[config.mk]
export PLATFORM = sky130hd
export DESIGN_NAME = inert_seq_flat
export DESIGN_NICKNAME = d
export VERILOG_FILES = /design/src/rtl/inert_pkg.sv /design/src/rtl/inert_seq_if.sv /design/src/rtl/inert_seq_int_sync.sv /design/src/rtl/inert_seq.sv /design/src/flat_wrapper.sv
export SDC_FILE = /design/constraint.sdc
export NUM_CORES = 1
export LEC_CHECK = 0
export BUFFER_PORTS_ARGS = -buffer_cell sky130_fd_sc_hd__buf_2
export CAP_MARGIN = 10
export CORE_ASPECT_RATIO = 1.5
export CORE_MARGIN = 1
export CORE_UTILIZATION = 50
export CTS_BUF_LIST = sky130_fd_sc_hd__clkbuf_4
export DETAILED_ROUTE_END_ITERATION = 16
export GPL_TIMING_DRIVEN = 0
export PLACE_DENSITY = 0.87
export SLEW_MARGIN = 15
export SYNTH_ARGS = -nofsm -noshare
export SYNTH_HDL_FRONTEND = slang
export SYNTH_SLANG_ARGS = --single-unit
[constraint.sdc]
create_clock -name clk -period 1.6 [get_ports clk]
set_input_delay 0.08 -clock clk [delete_from_list [all_inputs] [get_ports clk]]
set_output_delay 0.08 -clock clk [all_outputs]
set_load 0.03 [all_outputs]
[src/rtl/inert_pkg.sv]
// -----------------------------------------------------------------------------
// inert_pkg
// Shared types and constants for the inertial-sensor command sequencer.
//   state_t   : sequencer states (power-up, three config writes, idle, two reads)
//   *_CMD     : 16-bit SPI command words; bit 15 set marks a register read
//   is_cfg    : true for the config-write states
//   is_wait   : true for any state that is waiting on an SPI completion
// -----------------------------------------------------------------------------
package inert_pkg;

  typedef enum logic [2:0] {
    PWRUP,
    CFG1,
    CFG2,
    CFG3,
    IDLE,
    RD_L,
    RD_H
  } state_t;

  localparam logic [15:0] CFG1_CMD = 16'h0D02;
  localparam logic [15:0] CFG2_CMD = 16'h1160;
  localparam logic [15:0] CFG3_CMD = 16'h1440;
  localparam logic [15:0] YAWL_CMD = 16'hA600;
  localparam logic [15:0] YAWH_CMD = 16'hA700;

  function automatic logic is_cfg(input state_t s);
    return (s == CFG1) || (s == CFG2) || (s == CFG3);
  endfunction

  function automatic logic is_wait(input state_t s);
    return is_cfg(s) || (s == RD_L) || (s == RD_H);
  endfunction

endpackage

[src/rtl/inert_seq_if.sv]
// -----------------------------------------------------------------------------
// inert_seq_if
// Link between the command sequencer and the 16-bit SPI master.
//   wrt     : one-cycle pulse launching a transaction   (sequencer -> SPI)
//   cmd     : command word, held until completion       (sequencer -> SPI)
//   done    : completion level, cleared by SPI on wrt   (SPI -> sequencer)
//   rd_data : read data, low byte meaningful            (SPI -> sequencer)
// Modports: master = sequencer side, slave = SPI master side.
// -----------------------------------------------------------------------------
interface inert_seq_if;

  logic        wrt;
  logic [15:0] cmd;
  logic        done;
  logic [15:0] rd_data;

  modport master (output wrt, output cmd, input done, input rd_data);
  modport slave  (input wrt, input cmd, output done, output rd_data);

endinterface

[src/rtl/inert_seq_int_sync.sv]
// -----------------------------------------------------------------------------
// int_sync
// Two-flop synchronizer followed by a registered rising-edge detector.
// An input rise shows up on 'rise' three clocks later as a one-cycle pulse.
//   clk      : system clock
//   rst      : synchronous active-high reset
//   async_in : asynchronous input level
//   rise     : one-cycle pulse on each synchronized 0->1 transition
// -----------------------------------------------------------------------------
module int_sync (
  input  logic clk,
  input  logic rst,
  input  logic async_in,
  output logic rise
);

  logic meta_q;
  logic sync_q;
  logic prev_q;
  logic rise_q;

  // NOTE: non-blocking assignments make every flop sample its pre-edge input;
  // blocking ones here would collapse the synchronizer chain into a single flop.
  always_ff @(posedge clk) begin
    if (rst) begin
      meta_q <= 1'b0;
      sync_q <= 1'b0;
      prev_q <= 1'b0;
      rise_q <= 1'b0;
    end else begin
      meta_q <= async_in;
      sync_q <= meta_q;
      prev_q <= sync_q;
      rise_q <= sync_q & ~prev_q;
    end
  end

  assign rise = rise_q;

endmodule

[src/rtl/inert_seq.sv]
// -----------------------------------------------------------------------------
// inert_seq
// Command sequencer upstream of a 16-bit SPI master. After a power-up settle
// time of 2^PWRUP_W clocks it issues three config writes, then answers each
// sensor data-ready edge by reading the yaw-rate low and high bytes.
//   clk       : system clock
//   rst       : synchronous active-high reset
//   INT       : sensor data-ready, asynchronous to clk
//   spi       : inert_seq_if.master (wrt/cmd out, done/rd_data in)
//   yaw_rt    : signed yaw rate {high byte, low byte}
//   vld       : one-cycle pulse when yaw_rt is updated
//   init_done : high once all three config writes have completed
//   spi_err   : sticky SPI completion timeout flag
// Build option: define SPI_TMO_EN to enable the done timeout (TMO_CYC clocks).
// Without it the sequencer waits on done indefinitely and spi_err is 0.
// -----------------------------------------------------------------------------
module inert_seq
  import inert_pkg::*;
#(
  parameter int PWRUP_W = 16
`ifdef SPI_TMO_EN
  ,
  parameter int TMO_CYC = 1024
`endif
) (
  input  logic        clk,
  input  logic        rst,
  input  logic        INT,
  inert_seq_if.master spi,
  output logic [15:0] yaw_rt,
  output logic        vld,
  output logic        init_done,
  output logic        spi_err
);

  state_t             state_q;
  logic [PWRUP_W-1:0] timer_q;
  logic               done_q;
  logic               done_rise;
  logic               int_rise;
  logic               wrt_q;
  logic [15:0]        cmd_q;
  logic [7:0]         yaw_lo_q;
  logic [15:0]        yaw_q;
  logic               vld_q;
  logic               init_q;

`ifdef SPI_TMO_EN
  localparam int               TMO_W    = (TMO_CYC > 2) ? $clog2(TMO_CYC) : 1;
  localparam logic [TMO_W-1:0] TMO_LAST = TMO_W'(TMO_CYC - 1);
  logic [TMO_W-1:0] tmo_q;
  logic             err_q;
`endif

  int_sync u_int_sync (
    .clk      (clk),
    .rst      (rst),
    .async_in (INT),
    .rise     (int_rise)
  );

  // Completion is an edge, not a level: done from the previous transaction
  // may still be high when the next one is launched.
  assign done_rise = spi.done & ~done_q;

  always_ff @(posedge clk) begin
    if (rst) begin
      state_q  <= PWRUP;
      timer_q  <= '0;
      done_q   <= 1'b0;
      wrt_q    <= 1'b0;
      cmd_q    <= '0;
      yaw_lo_q <= '0;
      yaw_q    <= '0;
      vld_q    <= 1'b0;
      init_q   <= 1'b0;
`ifdef SPI_TMO_EN
      tmo_q    <= '0;
      err_q    <= 1'b0;
`endif
    end else begin
      done_q <= spi.done;
      // Pulse outputs default low; each transition below raises them for a cycle.
      wrt_q  <= 1'b0;
      vld_q  <= 1'b0;

      unique case (state_q)
        PWRUP: begin
          timer_q <= timer_q + 1'b1;
          if (&timer_q) begin
            state_q <= CFG1;
            wrt_q   <= 1'b1;
            cmd_q   <= CFG1_CMD;
          end
        end
        CFG1: if (done_rise) begin
          state_q <= CFG2;
          wrt_q   <= 1'b1;
          cmd_q   <= CFG2_CMD;
        end
        CFG2: if (done_rise) begin
          state_q <= CFG3;
          wrt_q   <= 1'b1;
          cmd_q   <= CFG3_CMD;
        end
        CFG3: if (done_rise) begin
          state_q <= IDLE;
          init_q  <= 1'b1;
        end
        // Only the registered state is examined, so an edge arriving in the
        // same cycle IDLE is entered is dropped.
        IDLE: if (int_rise) begin
          state_q <= RD_L;
          wrt_q   <= 1'b1;
          cmd_q   <= YAWL_CMD;
        end
        RD_L: if (done_rise) begin
          yaw_lo_q <= spi.rd_data[7:0];
          state_q  <= RD_H;
          wrt_q    <= 1'b1;
          cmd_q    <= YAWH_CMD;
        end
        RD_H: if (done_rise) begin
          yaw_q   <= {spi.rd_data[7:0], yaw_lo_q};
          vld_q   <= 1'b1;
          state_q <= IDLE;
        end
        default: state_q <= PWRUP;
      endcase

`ifdef SPI_TMO_EN
      // Counter is zero on every launch because it is held clear outside
      // the waiting states and cleared again on each completion.
      if (is_wait(state_q) && !done_rise) begin
        if (tmo_q == TMO_LAST) begin
          err_q <= 1'b1;
          tmo_q <= '0;
          if (is_cfg(state_q)) begin
            state_q <= PWRUP;
            timer_q <= '0;
          end else begin
            state_q <= IDLE;
          end
        end else begin
          tmo_q <= tmo_q + 1'b1;
        end
      end else begin
        tmo_q <= '0;
      end
`endif
    end
  end

  assign spi.wrt   = wrt_q;
  assign spi.cmd   = cmd_q;
  assign yaw_rt    = yaw_q;
  assign vld       = vld_q;
  assign init_done = init_q;
`ifdef SPI_TMO_EN
  assign spi_err   = err_q;
`else
  assign spi_err   = 1'b0;
`endif

endmodule

[src/flat_wrapper.sv]
// flat-port wrapper written by rule: the top's interface ports become plain ports
module inert_seq_flat import inert_pkg::*;
#(
  parameter int PWRUP_W = 16

)
  (clk, rst, INT, yaw_rt, vld, init_done, spi_err, spi_wrt, spi_cmd, spi_done, spi_rd_data);
  inert_seq_if spi_i ();
  input  logic clk;
  input  logic rst;
  input  logic INT;
  output logic [15:0] yaw_rt;
  output logic vld;
  output logic init_done;
  output logic spi_err;
  output wire logic [$bits(spi_i.wrt)-1:0] spi_wrt;
  output wire logic [$bits(spi_i.cmd)-1:0] spi_cmd;
  input wire logic [$bits(spi_i.done)-1:0] spi_done;
  input wire logic [$bits(spi_i.rd_data)-1:0] spi_rd_data;
  assign spi_wrt = spi_i.wrt;
  assign spi_cmd = spi_i.cmd;
  assign spi_i.done = spi_done;
  assign spi_i.rd_data = spi_rd_data;
  inert_seq #(.PWRUP_W(PWRUP_W)) u_core (.clk(clk), .rst(rst), .INT(INT), .spi(spi_i), .yaw_rt(yaw_rt), .vld(vld), .init_done(init_done), .spi_err(spi_err));
endmodule
==> key figures, run 1 <==
Setup path
  – WP data arrival: 1830 ps
  – WP data required: 1880 ps
  – CP Capture Type: flip-flop
  – Startpoint types: flip-flop
  – Critical path fanouts, max: 5
  – Critical path type: flip-flop to flip-flop

Floorplan
  – Die width: 58.4 um
  – Core Footprint: 4540 sq um
  – Initial cell density of the core: 52.6%
  – Die H: 86.7 um
  – I/O pin count: 56
  – Cell row count: 30
  – Die Area: 5060 sq um

Clock network
  – Worst skew pair latency: 400 ps
  – Worst-path clk slew: 100 ps
  – CTS tree: yes
  – CTS sink cnt: 57
  – Num CTS Buffers: 9
  – CTS root buf: clkbuf_4
  – CTS max path bufs: 2
  – H-tree depth: 3

Power and ir drop
  – Sequential share of power: 49.2%
  – Sw frac: 32.8%
  – Worst-case vdd ir drop: 619 uV
  – Power Dens Cells: 1070 nW/um^2
  – Sw Pwr: 1080 uW
  – Clock share of power: 24.7%
  – Cell Int Power: 2200 uW
  – LEAKAGE: 0.00127 uW
  – Comb pwr share: 26.1%

Routing
  – Iter 0 DRT Violations: 46
  – Via count: 2101
  – Drt pass-1 iters: 4
  – Vias per cell: 5.07
  – Antenna Nets Post-Route: 0
  – WL per Instance: 12.6 um
  – Drt drc: 0
  – DRT Wirelength: 5200 um

STA
  – Slew Limit Headroom: 60.5%
  – Slew @ Worst Pin: 593 ps
  – Setup tns final: 0 ps
  – Setup-failing EPs final: 0
  – Fmax: 646 MHz
  – RSZ-0062 raised after global routing: yes
  – Setup Skew: 15.1 ps
  – Hold Violations, Final: 0
  – Final setup margin: 52.4 ps
  – Tcrit/Tclk final: 96.7%
  – Final Max Tran Viols: 0
  – Fin crit period: 1550 ps

Cells and area
  – Multi-input logic area: 1160 sq um
  – Share of layout cells above drive strength 1: 30.0%
  – Nets: 368
  – Reg area: 1150 sq um
  – Fill cell count: 358
  – Syn-to-layout area delta: 27.8%
  – Finished Core Util: 67.2%
  – Diode count: 0

Global route
  – GR Util met1: 23.2%
  – Most used routing layer: met2
  – First-pass GRT wire length: 8190 um
  – Global-route met2 utilization: 36.3%
  – Vias in the first global route: 1967
  – Initial antenna violation count: 0
  – Tot GR Track Use: 21.7%
  – Largest net degree at the start of global routing: 11
  – Met3 Track Usage GR: 4.78%
  – Gr ovfl total: 0

Synthesis
  – Post-synthesis async set-or-reset flop share: 0%
  – Post-synthesis cell area: 2390 sq um
  – Largest area contributor in the netlist: dfxtp_1
  – Top FF cell, synth: dfxtp_1
  – Register area share after synthesis: 47.8%
  – Number of flops mapped to enable cells by yosys: 0
  – Post-Synthesis Cells: 271
  – Synth top area share: 47.8%
  – Cell variety after synth: 48
  – Top cells by count, synth: 57 x dfxtp_1, 42 x nand2_1, 32 x nor2_1
  – Mapped Avg Cell Area: 8.81 sq um
  – Top-count cell post-synth: dfxtp_1
  – Yosys reg bits: 57
  – Synth Warn #: 0
  – Synth top area cells: dfxtp_1 48%, nand2_1 6.6%, a21oi_1 5.2%, nor2_1 5.0%, mux2i_1 3.8%

Run
  – Max Cap Viol: 0

Min path
  – HP Class: flip-flop to flip-flop

Place
  – I/O Buffers: 39
  – Pre-CTS WS: -136 ps
  – GP Congestion: 0.828
  – Hpwl dp: 3360 um

Status
  – Status: finished, final reports clean
-- kinds of logic (layout without fill, tap and decap cells) --
kind of cell	after synthesis	in the layout	synth area share, %
AO/OA/AOI/OAI	45	45	11.6
XOR/XNOR	13	13	4.77
adder cells (fa/ha/maj)	1	1	0.524
buffers and inverters	30	103	6.91
flip-flops	57	57	47.8
multiplexers	9	9	3.77
other	1	7	0.157
AND/OR/NAND/NOR	115	115	24.5
-- routing by layer --
layer  routed length [um]  part of all wire [%]
met5                    0                     0
met4                  151                   2.9
met3                  220                   4.2
met2                 2690                    52
met1                 2150                    41
-- cells in the final DEF, fill, tap and decap left out, types with 2 or more instances in the layout --
cell type and instances:
buf_2 42, nand2_2 2, conb_1 7, xor2_1 8, clkinv_2 3, mux2i_1 9
dfxtp_2 5, nor2_1 32, xnor2_1 5, nand2b_1 2, dfxtp_1 50, inv_1 6
nor3_1 2, a21oi_1 25, a211oi_2 2, o21a_1 2, dlygate4sd3_1 12, buf_4 21
or3_1 2, clkbuf_4 11, nand4_1 4, nand3_1 6, nor2b_1 6, nor4_2 2
clkbuf_1 5, and3_1 2, o21ai_0 4, nand2_1 41, dfxtp_4 2, and3_4 2
-- metrics by stage --
| stage | hold slack (ps) | total power (uW) | cell area, sq um | std cells |
|---|---|---|---|---|
| 4_1_cts | 394 | 3160 | 2930 | 408 |
| 5_1_grt | 422 | 3440 | 3050 | 414 |
| 2_1_floorplan | 208 | 2170 | 2410 | 277 |
| 3_3_place_gp | 289 | 2300 | 2690 | 380 |
| 6_report | 388 | 3280 | 3050 | 414 |
| 3_5_place_dp | 299 | 2330 | 2690 | 380 |
-- path summary, 6_finish.rpt --
kind | depth (start not counted) | to | slack [ps] | start
max | 5 | u_core.spi.cmd[5] | 50 | u_core.timer_q[2]
min | 1 | u_core.u_int_sync.rise | 390 | u_core.u_int_sync.prev_q
max reg2reg | 5 | u_core.spi.cmd[5] | 50 | u_core.timer_q[2]
min reg2reg | 1 | u_core.u_int_sync.rise | 390 | u_core.u_int_sync.prev_q
-- state kept, by name, summed over array words and instances, names as in the netlist, 3 cells and up --
name             count
u_core.yaw_rt       16
u_core.state_q       3
u_core.spi.cmd       6
u_core.timer_q      16
u_core.yaw_lo_q      8
-- timing repair --
item | in CTS | in global routing
cloned | 0 | 0
resized for setup | 5 | 17
pin swaps | 2 | 7
endpoints found under the setup margin | 15 | 13
endpoints found under the hold margin | 19 | 0
buffers inserted | 2 | 7
hold buffers | 12 | 0
-- power by group through the flow --
| stage | Combinational [uW] | Sequential, uW | Clock (uW) |
|---|---|---|---|
| after global placement | 699 | 1600 | 0 |
| final | 856 | 1610 | 810 |
| after detailed placement | 725 | 1610 | 0 |
| after CTS | 759 | 1580 | 826 |
| after floorplan | 481 | 1690 | 0 |
| after global routing | 935 | 1630 | 875 |
-- worst max-delay path: stages (launching register included) --
cell and delay (ps):
dfxtp_1 430, nand3_1 180, nor4_4 280, nand2_2 120
and3_4 180, a221o_1 250
-- area by class of cell --
type	count	area share, %
multi-input combinational	190	38.0
sequential	57	37.8
timing repair buffer	60	13.0
buffer	23	4.71
tap	64	2.62
clock buffer	10	2.46
clock inverter	4	0.738
inverter	6	0.738
No activity file was read; power rests on OpenSTA's default activity.
==> run 2, diff against run 1 <==
CORE_ASPECT_RATIO = default   (was 1.5)
CTS_CLUSTER_DIAMETER = 150   (was default)
==> key figures, run 2 (synthesized netlist as in run 1, its figures left out) <==
Status
  – Status: finished, final reports clean

Routing
  – DRT Wirelength: 5240 um (+0.67%)
  – WL per Instance: 13.2 um (+4.7%)
  – Drt drc: 0 (unchanged)
  – Drt pass-1 iters: 6 (+2)
  – Vias per cell: 5.19 (+2.3%)
  – Antenna Nets Post-Route: 0 (unchanged)
  – Iter 0 DRT Violations: 104 (+130%)
  – Via count: 2066 (-1.7%)

Global route
  – First-pass GRT wire length: 8600 um (+5.0%)
  – Gr ovfl total: 0 (unchanged)
  – Vias in the first global route: 1980 (+0.66%)
  – Largest net degree at the start of global routing: 11 (unchanged)
  – GR Util met1: 25.4% (+2.3 points)
  – Tot GR Track Use: 22.3% (+0.57 points)
  – Initial antenna violation count: 0 (unchanged)
  – Met3 Track Usage GR: 6.70% (+1.9 points)
  – Global-route met2 utilization: 37.4% (+1.1 points)
  – Most used routing layer: met2

Clock network
  – H-tree depth: 3 (unchanged)
  – Num CTS Buffers: 9 (unchanged)
  – CTS root buf: clkbuf_4
  – CTS max path bufs: 2 (unchanged)
  – Worst-path clk slew: 90 ps (about the same)
  – Worst skew pair latency: 410 ps (about the same)
  – CTS tree: yes
  – CTS sink cnt: 57 (unchanged)

STA
  – Hold Violations, Final: 0 (unchanged)
  – Final setup margin: 60.6 ps (+8.14 ps)
  – Setup Skew: 15.3 ps (+0.225 ps)
  – Fin crit period: 1540 ps (-8.14 ps)
  – Fmax: 650 MHz (+0.53%)
  – Setup tns final: 0 ps (unchanged)
  – Tcrit/Tclk final: 96.2% (-0.51 points)
  – Setup-failing EPs final: 0 (unchanged)
  – Final Max Tran Viols: 0 (unchanged)

Power and ir drop
  – Comb pwr share: 24.7% (-1.4 points)
  – Sw frac: 33.5% (+0.66 points)
  – Sw Pwr: 1070 uW (-1.1%)
  – LEAKAGE: 0.00124 uW (-2.3%)
  – Clock share of power: 24.9% (+0.2 points)
  – Worst-case vdd ir drop: 656 uV (+6.0%)
  – Sequential share of power: 50.4% (+1.2 points)
  – Cell Int Power: 2120 uW (-4.0%)
  – Power Dens Cells: 1060 nW/um^2 (-0.97%)

Setup path
  – Crit path from: u_core.timer_q[6]
  – CP Capture Type: flip-flop
  – Top Family by Delay on Critical Path: simple AND/OR/NAND/NOR gates
  – WP data required: 1890 ps (about the same)
  – Startpoint types: flip-flop
  – Critical path buffers and inverters: 0 (unchanged)
  – Slowest CP cell: dfxtp_4
  – Critical path fanouts, max: 5 (unchanged)
  – Cell Chain, Critical Path: nand4_4 -> nor4_4 -> nand2_2 -> and3_1 -> a221o_1
  – R2R Path Start: u_core.timer_q[6]
  – R2r setup slk: 60 ps (about the same)
  – WP data arrival: 1830 ps (about the same)
  – Critical path type: flip-flop to flip-flop
  – Max incr delay on CP: 390 ps (-40 ps)

Cells and area
  – Fill cell count: 345 (-3.6%)
  – Most frequent cells in the layout: 45 x dfxtp_1, 42 x buf_2, 41 x nand2_1
  – Syn-to-layout area delta: 25.2%
  – Share of layout cells above drive strength 1: 28.9% (-1.1 points)
  – Nets: 363 (-1.4%)
  – Finished Core Util: 66.8% (-0.38 points)
  – Most common cell after layout, fill and taps aside: dfxtp_1
  – Design area: 2990 sq um (-2.0%)
  – Diode count: 0 (unchanged)

Floorplan
  – Core Footprint: 4470 sq um (-1.5%)
  – Initial cell density of the core: 53.4% (+0.79 points)
  – Die width: 71.1 um (+22%)
  – Die H: 71.1 um (-18%)
  – I/O pin count: 56 (unchanged)
  – Die Area: 5060 sq um (-0.12%)
  – Cell row count: 24 (-20%)

Place
  – Hpwl dp: 3380 um (+0.48%)
  – Pre-CTS WS: -136 ps (+0.801 ps)
  – Dpl cell area: 2670 sq um (-0.56%)
  – GP Congestion: 0.885 (+6.8%)
  – I/O Buffers: 39 (unchanged)

Min path
  – Min-delay src: u_core.u_int_sync.prev_q
  – HP Class: flip-flop to flip-flop

Run
  – Max Cap Viol: 0 (unchanged)
==> run 2: changes by cell type in the layout (fill, tap and decap cells not counted), sizes merged <==
cell,change
clkinv,+3
buf,-5
clkinvlp,-1
clkbuf,-1
==> run 2: cell type report <==
| class | instances | area, sq um | share of cell area (%) |
|---|---|---|---|
| inverter | 6 | 22.5 | 0.753 |
| tap | 52 | 65.1 | 2.18 |
| clock buffer | 9 | 67.6 | 2.26 |
| buffer | 23 | 144 | 4.81 |
| timing repair buffer | 55 | 358 | 12.0 |
| clock inverter | 6 | 26.3 | 0.879 |
| sequential | 57 | 1160 | 38.9 |
| multi-input combinational | 190 | 1140 | 38.2 |
==> run 2: power groups by stage <==
| stage | Combinational, uW | Clock [uW] | Sequential (uW) |
|---|---|---|---|
| 3_3_place_gp | 706 | 0 | 1610 |
| 3_5_place_dp | 718 | 0 | 1610 |
| 2_1_floorplan | 481 | 0 | 1690 |
| 6_report | 786 | 793 | 1600 |
| 5_1_grt | 864 | 874 | 1620 |
| 4_1_cts | 762 | 807 | 1590 |
==> run 2: layer usage <==
layer / share of wire, % / wire length, um / vias to the layer above
li1: - / - / 1046
met1: 44 / 2320 / 945
met2: 49 / 2570 / 63
met3: 5.0 / 261 / 12
met4: 1.6 / 85 / 0
met5: 0 / 0 / -
==> run 2: path summary, 6_finish.rpt <==
kind | depth (start not counted) | end
worst max register to register | 5 | u_core.spi.cmd[5]
worst min register to register | 1 | u_core.u_int_sync.rise
worst max-delay path | 5 | u_core.spi.cmd[5]
worst min-delay path | 1 | u_core.u_int_sync.rise
==> run 2: metrics by stage <==
step | instances | hold WS (ps) | power [uW]
6_report | 398 | 393 | 3180
5_1_grt | 398 | 398 | 3360
4_1_cts | 398 | 385 | 3160
3_5_place_dp | 368 | 323 | 2330
3_3_place_gp | 368 | 298 | 2310
2_1_floorplan | 277 | 208 | 2170
==> run 2: repair_timing <==
action                                  CTS  global route
resized for setup                        10            15
buffers inserted                          3             1
pin swaps                                 5             6
hold buffers                             12             0
hold endpoints to repair                 19             0
endpoints found under the setup margin   16            13
==> run 2: worst reg2reg max path, cell delays in order (launching register included) <==
cell	delay, ps
dfxtp_4	390
nand4_4	130
nor4_4	350
nand2_2	140
and3_1	180
a221o_1	250
